===== src/rtl/mc_alu.sv =====
// Multi-cycle execution ALU: single-cycle logic/arith/branch ops plus a
// WIDTH-iteration restoring signed divider behind an in_valid/in_ready + done handshake.
module mc_alu #(
  parameter int unsigned WIDTH = 32,
  parameter int unsigned CNTW  = 4
) (
  input  logic             clk,
  input  logic             rst_n,
  input  logic             in_valid,
  output logic             in_ready,
  input  logic [CNTW-1:0]  ALUcntrl,
  input  logic [WIDTH-1:0] srcA,
  input  logic [WIDTH-1:0] srcB,
  output logic             done,
  output logic [WIDTH-1:0] ALUresult,
  output logic [WIDTH-1:0] rem,
  output logic             zero,
  output logic             dbz
);

  localparam int unsigned CW = $clog2(WIDTH);

  localparam logic [CNTW-1:0] OP_AND = CNTW'(0);
  localparam logic [CNTW-1:0] OP_OR  = CNTW'(1);
  localparam logic [CNTW-1:0] OP_NOR = CNTW'(2);
  localparam logic [CNTW-1:0] OP_ADD = CNTW'(3);
  localparam logic [CNTW-1:0] OP_DIV = CNTW'(4);
  localparam logic [CNTW-1:0] OP_BEQ = CNTW'(9);
  localparam logic [CNTW-1:0] OP_BLT = CNTW'(10);
  localparam logic [CNTW-1:0] OP_BNE = CNTW'(11);
  localparam logic [CNTW-1:0] OP_ONE = CNTW'(12);

  typedef enum logic [1:0] {S_IDLE, S_EXEC, S_DIV, S_FIX} state_t;

  state_t           r_state;
  state_t           w_state_nxt;

  logic [CNTW-1:0]  r_op;
  logic [WIDTH-1:0] r_a;
  logic [WIDTH-1:0] r_b;
  logic             r_load;
  logic [CW-1:0]    r_cnt;
  logic [WIDTH-1:0] r_part;
  logic [WIDTH-1:0] r_quo;
  logic [WIDTH-1:0] r_dvs;
  logic             r_neg_q;
  logic             r_neg_r;

  logic             r_ready;
  logic             r_done;
  logic [WIDTH-1:0] r_result;
  logic [WIDTH-1:0] r_rem;
  logic             r_zero;
  logic             r_dbz;

  logic             w_accept;
  logic             w_done_nxt;
  logic [WIDTH-1:0] w_result_nxt;
  logic [WIDTH-1:0] w_rem_nxt;
  logic             w_zero_nxt;
  logic             w_dbz_nxt;

  logic [WIDTH-1:0] w_ex_result;
  logic [WIDTH-1:0] w_ex_rem;
  logic             w_ex_zero;
  logic             w_ex_dbz;
  logic [WIDTH-1:0] w_sub;

  logic [WIDTH-1:0] w_abs_a;
  logic [WIDTH-1:0] w_abs_b;
  logic [WIDTH:0]   w_shift;
  logic [WIDTH:0]   w_trial;
  logic             w_qbit;
  logic [WIDTH-1:0] w_q_fix;
  logic [WIDTH-1:0] w_r_fix;

  assign w_accept  = in_valid & r_ready;
  assign in_ready  = r_ready;
  assign done      = r_done;
  assign ALUresult = r_result;
  assign rem       = r_rem;
  assign zero      = r_zero;
  assign dbz       = r_dbz;

  // Single-cycle result from the operands latched at accept
  always_comb begin
    w_sub       = r_a - r_b;
    w_ex_result = '0;
    w_ex_rem    = '0;
    w_ex_zero   = 1'b0;
    w_ex_dbz    = 1'b0;
    case (r_op)
      OP_AND: w_ex_result = r_a & r_b;
      OP_OR:  w_ex_result = r_a | r_b;
      OP_NOR: w_ex_result = ~(r_a | r_b);
      OP_ADD: w_ex_result = r_a + r_b;
      OP_DIV: begin
        // Only reached with a zero divisor; nonzero divisors go through S_DIV
        w_ex_result = '1;
        w_ex_rem    = r_a;
        w_ex_dbz    = 1'b1;
      end
      OP_BEQ: begin
        w_ex_result = w_sub;
        w_ex_zero   = (r_a == r_b);
      end
      OP_BLT: begin
        w_ex_result = w_sub;
        w_ex_zero   = ($signed(r_a) < $signed(r_b));
      end
      OP_BNE: begin
        w_ex_result = w_sub;
        w_ex_zero   = (r_a != r_b);
      end
      OP_ONE: begin
        w_ex_result = '0;
        w_ex_zero   = 1'b1;
      end
      default: w_ex_result = WIDTH'(1);
    endcase
  end

  // Restoring divider datapath on magnitudes; MIN maps to 2^(WIDTH-1) unsigned
  always_comb begin
    w_abs_a = r_a[WIDTH-1] ? (~r_a + WIDTH'(1)) : r_a;
    w_abs_b = r_b[WIDTH-1] ? (~r_b + WIDTH'(1)) : r_b;
    w_shift = {r_part, r_quo[WIDTH-1]};
    w_trial = w_shift - {1'b0, r_dvs};
    w_qbit  = ~w_trial[WIDTH];
    w_q_fix = r_neg_q ? (~r_quo + WIDTH'(1)) : r_quo;
    w_r_fix = r_neg_r ? (~r_part + WIDTH'(1)) : r_part;
  end

  // Next-state and registered-output next values
  always_comb begin
    w_state_nxt  = r_state;
    w_done_nxt   = 1'b0;
    w_result_nxt = r_result;
    w_rem_nxt    = r_rem;
    w_zero_nxt   = r_zero;
    w_dbz_nxt    = r_dbz;
    case (r_state)
      S_IDLE: begin
        if (w_accept) begin
          if ((ALUcntrl == OP_DIV) && (srcB != '0)) w_state_nxt = S_DIV;
          else                                      w_state_nxt = S_EXEC;
        end
      end
      S_EXEC: begin
        w_state_nxt  = S_IDLE;
        w_done_nxt   = 1'b1;
        w_result_nxt = w_ex_result;
        w_rem_nxt    = w_ex_rem;
        w_zero_nxt   = w_ex_zero;
        w_dbz_nxt    = w_ex_dbz;
      end
      S_DIV: begin
        if (!r_load && (r_cnt == '0)) w_state_nxt = S_FIX;
      end
      S_FIX: begin
        w_state_nxt  = S_IDLE;
        w_done_nxt   = 1'b1;
        w_result_nxt = w_q_fix;
        w_rem_nxt    = w_r_fix;
        w_zero_nxt   = 1'b0;
        w_dbz_nxt    = 1'b0;
      end
      default: w_state_nxt = S_IDLE;
    endcase
  end

  always_ff @(posedge clk or negedge rst_n) begin
    if (!rst_n) begin
      r_state  <= S_IDLE;
      r_ready  <= 1'b0;
      r_done   <= 1'b0;
      r_result <= '0;
      r_rem    <= '0;
      r_zero   <= 1'b0;
      r_dbz    <= 1'b0;
      r_op     <= '0;
      r_a      <= '0;
      r_b      <= '0;
      r_load   <= 1'b0;
      r_cnt    <= '0;
      r_part   <= '0;
      r_quo    <= '0;
      r_dvs    <= '0;
      r_neg_q  <= 1'b0;
      r_neg_r  <= 1'b0;
    end else begin
      r_state  <= w_state_nxt;
      r_ready  <= (w_state_nxt == S_IDLE);
      r_done   <= w_done_nxt;
      r_result <= w_result_nxt;
      r_rem    <= w_rem_nxt;
      r_zero   <= w_zero_nxt;
      r_dbz    <= w_dbz_nxt;
      if (w_accept) begin
        r_op   <= ALUcntrl;
        r_a    <= srcA;
        r_b    <= srcB;
        r_load <= 1'b1;
      end
      // First DIV cycle loads magnitudes, then one quotient bit per cycle
      if (r_state == S_DIV) begin
        if (r_load) begin
          r_load  <= 1'b0;
          r_part  <= '0;
          r_quo   <= w_abs_a;
          r_dvs   <= w_abs_b;
          r_neg_q <= r_a[WIDTH-1] ^ r_b[WIDTH-1];
          r_neg_r <= r_a[WIDTH-1];
          r_cnt   <= CW'(WIDTH - 1);
        end else begin
          r_part <= w_qbit ? w_trial[WIDTH-1:0] : w_shift[WIDTH-1:0];
          r_quo  <= {r_quo[WIDTH-2:0], w_qbit};
          r_cnt  <= r_cnt - CW'(1);
        end
      end
    end
  end

endmodule


===== config.mk =====
export PLATFORM = sky130hd
export DESIGN_NAME = mc_alu
export DESIGN_NICKNAME = d
export VERILOG_FILES = /design/src/rtl/mc_alu.sv
export SDC_FILE = /design/constraint.sdc
export NUM_CORES = 1
export LEC_CHECK = 0
export CAP_MARGIN = 10
export CELL_PAD_IN_SITES_DETAIL_PLACEMENT = 0
export CELL_PAD_IN_SITES_GLOBAL_PLACEMENT = 2
export CORE_ASPECT_RATIO = 0.6
export CORE_MARGIN = 4
export CORE_UTILIZATION = 37
export CTS_BUF_LIST = sky130_fd_sc_hd__clkbuf_4 sky130_fd_sc_hd__clkbuf_8 sky130_fd_sc_hd__clkbuf_16
export CTS_CLUSTER_DIAMETER = 100
export DETAILED_ROUTE_END_ITERATION = 7
export GPL_TIMING_DRIVEN = 0
export PLACE_DENSITY = 0.91
export RECOVER_POWER = 25
export SLEW_MARGIN = 30
export SYNTH_ARGS = -nofsm -noshare
export SYNTH_HDL_FRONTEND = slang
export SYNTH_SLANG_ARGS = --single-unit
export TNS_END_PERCENT = 30

===== constraint.sdc =====
create_clock -name clk -period 5.4 [get_ports clk]
set_input_delay 1.08 -clock clk [delete_from_list [all_inputs] [get_ports clk]]
set_output_delay 1.08 -clock clk [all_outputs]
set_load 0.05 [all_outputs]

* Word-level counts from Yosys, hierarchy flattened
Index checks and enable logic that the tools add are counted.
** Storage, ports and cells
- Bits in registers :: 242
- Word-level logic and storage cells :: 86
- Bits of input ports :: 71
- Output and inout bits :: 68
** Cells by class
- Mux-type cells :: 24
- Bitwise gates (word level) :: 10
- Order comparisons :: 1
- Reductions and logical operators :: 12
- Eq/ne operators :: 14
- Add/sub/neg operators :: 8
** Operators by type and width (count)
- $mux 32 :: 8
- $pmux 32 s7 :: 1
- $not 32->32 :: 5
- $add 32x1->32 const B :: 4
- $pmux 32 s2 :: 2
- $sub 33x32->33 :: 1
- $add 32x32->32 :: 1
- $and 32x32->32 :: 1
- $eq 32x32->1 :: 1
- $lt 32x32->1 :: 1
- $ne 32x32->1 :: 1
- $or 32x32->32 :: 1
- $reduce_bool 32->1 :: 1
- $sub 32x32->32 :: 1
- $eq 4x4->1 const B :: 4
- $eq 4x2->1 const B :: 2
- $eq 4x3->1 const B :: 2
- $mux 2 :: 3
- $pmux 2 s3 :: 1
- $logic_not 5->1 :: 1
- $mux 1 :: 5
- $mux 5 :: 1
- $sub 5x1->5 const B :: 1
- $eq 2x2->1 const B :: 2
- 15 further kinds :: 18

* Longest topological paths before layout
- Depth in word-level cells :: 6
- Depth in mapped cells :: 15
- Mapped depth without buffers :: 13

* Worst setup path before layout
Ideal clock, no wire load.
- Path type :: register -> register
- Start :: register r_quo[31]
- End :: register r_part[20]
- Required time :: 5.262 ns
- Period minus slack after synthesis :: 3.739 ns
- Buffers on the path :: 2
- Cell stages (with the launch flop) :: 16
- Slack :: 1.661 ns
- Data arrival time :: 3.601 ns
- Library setup time :: 0.138 ns
- Cells stage by stage :: dfrtp_1 > inv_1 > ha_1 > inv_1 > fa_1 > a211oi_1 > nor3_1 > o41ai_1 > o21a_1 > o21ai_1 > or4b_2 > a21o_1 > buf_2 > buf_1 > nand4_1 > o211ai_1
** On the way
- Word-level cells in the longest chain between the ends :: 3
** Ends and longest elaborated chain
- start, declared :: line 44 : logic [WIDTH-1:0] r_quo;
- start signal, assigned :: line 210 : r_quo <= w_abs_a;
- start signal, assigned :: line 217 : r_quo <= {r_quo[WIDTH-2:0], w_qbit};
- $sub 33x32->33 :: line 128 : w_trial = w_shift - {1'b0, r_dvs};
- $mux 32 :: line 216 : r_part <= w_qbit ? w_trial[WIDTH-1:0] : w_shift[WIDTH-1:0];
- $mux 32 :: line 207 : if (r_load) begin
- end signal, assigned :: line 216
- end, declared :: line 43 : logic [WIDTH-1:0] r_part;
No other way between the ends.
A chain may end at the register's enable or synchronous reset.

* Worst setup path in the final report
- Start :: register r_quo[31]
- End :: register r_quo[0]
** On the way
- Word-level cells in the longest chain between the ends :: 3
** Ends and longest elaborated chain
- $sub 33x32->33 :: line 128
- $not 1->1 :: line 129 : w_qbit = ~w_trial[WIDTH];
- $mux 32 :: line 207
No other way between the ends.

==> results.txt <==
- Of all cell types, the one taking the most synthesized area is sky130_fd_sc_hd__dfrtp_1.
- Share of the synthesized area in the top cell type: 0.3020
- Setup repair after global routing left no endpoint under its margin.
* Post-layout worst setup margin: 0.1265 ns
- CTS tree: done
* Drt total wl: 103.0 mm
- Maximum capacitance violations: 3
* Number of buffer and inverter stages on the critical path: 4
- Switching fraction of total power: 0.5630
* Maximum clock path buffer count: 3
- Status: finished, violations left
- Flop and latch count out of synthesis: 242
- By area, the combinational part of the netlist is dominated by compound AO/OA/AOI/OAI gates.
* Root buffer cell: sky130_fd_sc_hd__clkbuf_16
- The die covers 58100 um2.
- Row count: 65
* Compound-Gate Fraction of Synth Area: 0.2678
- The tightest min-delay check is of the register to register type.
- The worst setup path is captured at a register.
* Share of cells above drive strength 1: 0.07170
- Post-synthesis sequential area ratio: 0.3020
* Number of search-and-repair iterations in the first detailed-routing pass: 6
- Net count after synthesis: 2676
- The routed layout has 21350 vias.
* Number of instances in the synthesized netlist: 2456
- All-Layer GR Usage: 0.3435
- Cells along the critical path: inv_1 -> ha_1 -> inv_1 -> fa_1 -> a211oi_2 -> nor3_1 -> o41ai_2 -> o21a_2 -> o21ai_1 -> or4b_2 -> nand3_1 -> clkbuf_4 -> buf_2 -> nand3_1 -> a22oi_1
- Summed over all cells, the static leakage comes to 9.977 nW.
- For this run the aggregate overflow at the end of global routing stands at 0.
* Initial Util: 0.3775
- Violated checks: max-capacitance violations, max-slew violations
* Average vias per placed instance: 6.366
* Critical path's slowest cell: sky130_fd_sc_hd__or4b_2
- In the synthesized netlist the dominant register cell turns out to be sky130_fd_sc_hd__dfrtp_1.
- Number of buffers created by CTS: 27
- Total power per unit cell area: 670.5 nW/um2
- Drt wl/cell: 30.70 um
- Category of cells accounting for the largest share of critical-path delay: compound AO/OA/AOI/OAI gates
* Top achievable clock speed: 189.6 MHz
- Setup violations remaining at the end of the flow were counted as 0.
- Part of the power in the clock network: 0.130
- For this design the top-level I/O count stands at 139.
* Vias in the first global route: 19890
* Share of synthesized cell area in and, or, nand and nor gates: 0.1671
* Core occupancy in the finished layout: 0.4404
- Number of design-rule violations left by the first detailed-router iteration: 3218
- The count of buffers added on input and output ports is 138.
- The worst path needs 5.273 ns of the cycle, external delays included.
- The floorplan step set the die height to 188.3 um.
* Xor/xnor cell area share of the yosys netlist: 0.06552
- Synthesis instantiated 84 different standard cells from the library.
* Tcrit/Tclk final: 0.9766
- Most repeated cell in the gate-level netlist after synthesis: sky130_fd_sc_hd__nor2_1
- Ys async rst share: 1.000
* Top area cells in the synthesized netlist: sky130_fd_sc_hd__dfrtp_1 30%, sky130_fd_sc_hd__ha_1 9.1%, sky130_fd_sc_hd__xnor2_1 5.6%, sky130_fd_sc_hd__o21ai_0 5.3%, sky130_fd_sc_hd__nor2_1 4.8%
- At the end of routability-driven placement, the weighted congestion stood at 0.9716.
- Sorting the synthesized cells by how often they occur yields 258 x sky130_fd_sc_hd__nor2_1, 242 x sky130_fd_sc_hd__dfrtp_1, 212 x sky130_fd_sc_hd__o21ai_0.
- Area after DPL: 22470 um2
* Die width: 308.5 um
- Summing every instance area after synthesis gives 20050 um2.
* Reg clk slew, reported paths: 0.07 ns
- CTS H-tree lvls: 1
- In the routed design, unresolved DRC markers number 0.
- The share of total power dissipated in sequential elements is 0.220.
- The worst-case IR drop observed on VDD is 0.3801 mV.
- In this run the standard cell core region covers 53110 um2.
- Pin count of the biggest net entering global routing: 82
- The total count of hold-check failures in the final report was 0.
- Remaining antenna violation count after routing: 0
* Layout Skew: 0.02167 ns
- Half-perimeter wire length after detailed placement: 83.02 mm
- For the pin with the worst max-slew slack, the measured transition is 2.592 ns.
* Number of flops mapped to enable cells by yosys: 0
* CTS sink cnt: 242
* First-pass GRT wire length: 144.7 mm
- OpenSTA, run right after detailed placement, puts the worst setup slack at -0.2206 ns.
* Slew margin rel.: -0.7278
* Power Internal: 6.853 mW
- In the final design database the tool counted 2853 nets.
* Combinational group share of total power: 0.650
- STA puts the critical path data required time at 5.90 ns.
* Slowest stage delay, CP: 0.74 ns
- For this run, the number of Yosys warnings is 0.
- Averaged over all synthesized cells, the footprint is 8.164 um2.
- The worst setup path is of the register to register kind.
- Number of antenna violations at the first check in global routing: 5
* Post-Synth Adder-Cell Area: 0.09410
- Summed over all nets, the switching power comes to 8.829 mW.
- Along the worst path, the maximum fanout reaches 10.
- STA classifies the critical path startpoint as a register.
- Number of max-slew violations in the final report: 166
- Mux contribution to synthesized area: 0.04387
* Worst path arrival time: 5.77 ns
- Compared with the post-synthesis result, the final layout area differs by 16.65%.
- For the worst-skew pair, the clock arrives at the later sink with an insertion delay of 0.59 ns.
* Fin area: 23390 um2
area by class of cell:
| type | count | area (um2) |
|---|---|---|
| fill | 5316 | 29720 |
| antenna | 1 | 2.502 |
| sequential | 242 | 6056 |
| multi-input combinational | 1906 | 12870 |
| clock inverter | 14 | 186.4 |
| clock buffer | 32 | 732.0 |
| timing repair buffer | 148 | 1454 |
| tap | 703 | 879.6 |
| buffer | 152 | 625.6 |
| inverter | 156 | 585.6 |
kinds of logic (layout without fill, tap and decap cells):
family / Yosys count / in the layout
compound gates: 809 / 809
xor+xnor: 150 / 150
fa+ha+maj: 149 / 149
buf+inv: 308 / 502
flops: 242 / 242
mux: 79 / 79
other cells: 0 / 1
simple gates: 719 / 719
tightest hold or removal path: stages, from the launching register on:
cell,delay [ns]
sky130_fd_sc_hd__dfrtp_1,0.35
sky130_fd_sc_hd__nand2_1,0.05
sky130_fd_sc_hd__o21ai_0,0.06
power by group through the flow:
| stage | clock network (mW) | logic (mW) | registers (mW) |
|---|---|---|---|
| 3_5_place_dp | 0 | 9.77 | 3.44 |
| 2_1_floorplan | 0 | 5.43 | 3.83 |
| 6_report | 2.04 | 10.2 | 3.45 |
| 3_3_place_gp | 0 | 9.72 | 3.42 |
| 5_1_grt | 2.13 | 10.8 | 3.50 |
| 4_1_cts | 2.05 | 9.82 | 3.41 |
layer usage:
| layer | up-vias | GRT usage | routed length [um] |
|---|---|---|---|
| met5 | - | 0.007475 | 114 |
| met4 | 10 | 0.07076 | 2297 |
| met3 | 126 | 0.1444 | 14640 |
| met2 | 1220 | 0.4350 | 37870 |
| met1 | 10730 | 0.5279 | 48050 |
| li1 | 9264 | - | - |
cells in the final DEF (no fill, tap or decap), types with 10 or more instances in the layout:
cell / netlist / routed
sky130_fd_sc_hd__nor2_1: 258 / 255
sky130_fd_sc_hd__dfrtp_1: 242 / 242
sky130_fd_sc_hd__o21ai_0: 212 / 212
sky130_fd_sc_hd__nand2_1: 208 / 208
sky130_fd_sc_hd__a21oi_1: 192 / 191
sky130_fd_sc_hd__inv_1: 155 / 155
sky130_fd_sc_hd__ha_1: 146 / 146
sky130_fd_sc_hd__clkdlybuf4s50_1: 0 / 137
sky130_fd_sc_hd__xnor2_1: 128 / 128
sky130_fd_sc_hd__clkbuf_1: 133 / 125
sky130_fd_sc_hd__mux2_2: 71 / 71
sky130_fd_sc_hd__a221oi_1: 49 / 49
sky130_fd_sc_hd__nand3_1: 46 / 46
sky130_fd_sc_hd__o31ai_1: 45 / 44
sky130_fd_sc_hd__a21o_1: 36 / 36
sky130_fd_sc_hd__nor3_1: 35 / 35
sky130_fd_sc_hd__nand4_1: 31 / 31
sky130_fd_sc_hd__o21bai_1: 27 / 27
sky130_fd_sc_hd__o211ai_1: 27 / 27
sky130_fd_sc_hd__clkbuf_16: 0 / 27
sky130_fd_sc_hd__a221o_1: 26 / 26
sky130_fd_sc_hd__nand2b_1: 23 / 23
sky130_fd_sc_hd__xor2_1: 22 / 22
sky130_fd_sc_hd__o41ai_1: 21 / 19
sky130_fd_sc_hd__a31oi_1: 18 / 18
sky130_fd_sc_hd__and3_1: 18 / 18
sky130_fd_sc_hd__or3_1: 17 / 17
sky130_fd_sc_hd__nor2b_1: 15 / 15
sky130_fd_sc_hd__clkbuf_2: 0 / 13
sky130_fd_sc_hd__nor4_1: 17 / 13
sky130_fd_sc_hd__a211oi_1: 14 / 13
sky130_fd_sc_hd__o221ai_1: 13 / 13
sky130_fd_sc_hd__or4_1: 12 / 12
sky130_fd_sc_hd__o22ai_1: 11 / 11
sky130_fd_sc_hd__a22o_1: 11 / 11
sky130_fd_sc_hd__a22oi_1: 10 / 10
sky130_fd_sc_hd__buf_2: 5 / 10
worst paths after layout:
check                           from        end  slack [ns]  cells past startpoint
max                        r_quo[31]   r_quo[0]        0.13                     15
min reg2reg                r_dvs[19]  r_dvs[19]        0.49                      2
min                        r_dvs[19]  r_dvs[19]        0.49                      2
max in group asynchronous      rst_n     r_b[1]        1.26                      2
max reg2reg                r_quo[31]   r_quo[0]        0.13                     15
min in group asynchronous      rst_n    rem[28]        1.30                      1
flip-flops by register name, summed over array words and instances (netlist names), 2 cells and up:
register and flops:
r_cnt 5, r_state 2, r_part 32, r_b 32
r_op 4, r_quo 32, r_dvs 32, r_a 32
ALUresult 32, rem 32
stage by stage:
step / setup TNS, ns / power, mW / std cells / hold WS (ns)
2_1_floorplan: 0 / 9.265 / 2456 / 0.4487
3_3_place_gp: -1824.22 / 13.14 / 3297 / 0.4715
3_5_place_dp: -2.249 / 13.21 / 3306 / 0.4709
4_1_cts: 0 / 15.28 / 3352 / 0.4068
5_1_grt: 0 / 16.39 / 3353 / 0.5224
6_report: 0 / 15.68 / 3354 / 0.4880
repair_timing:
action	CTS	global route
setup endpoints to repair	24	33
buffers inserted	0	0
hold buffers	0	0
pin swaps	0	0
gates resized for setup	1	7
(Power assumes the default switching activity.)
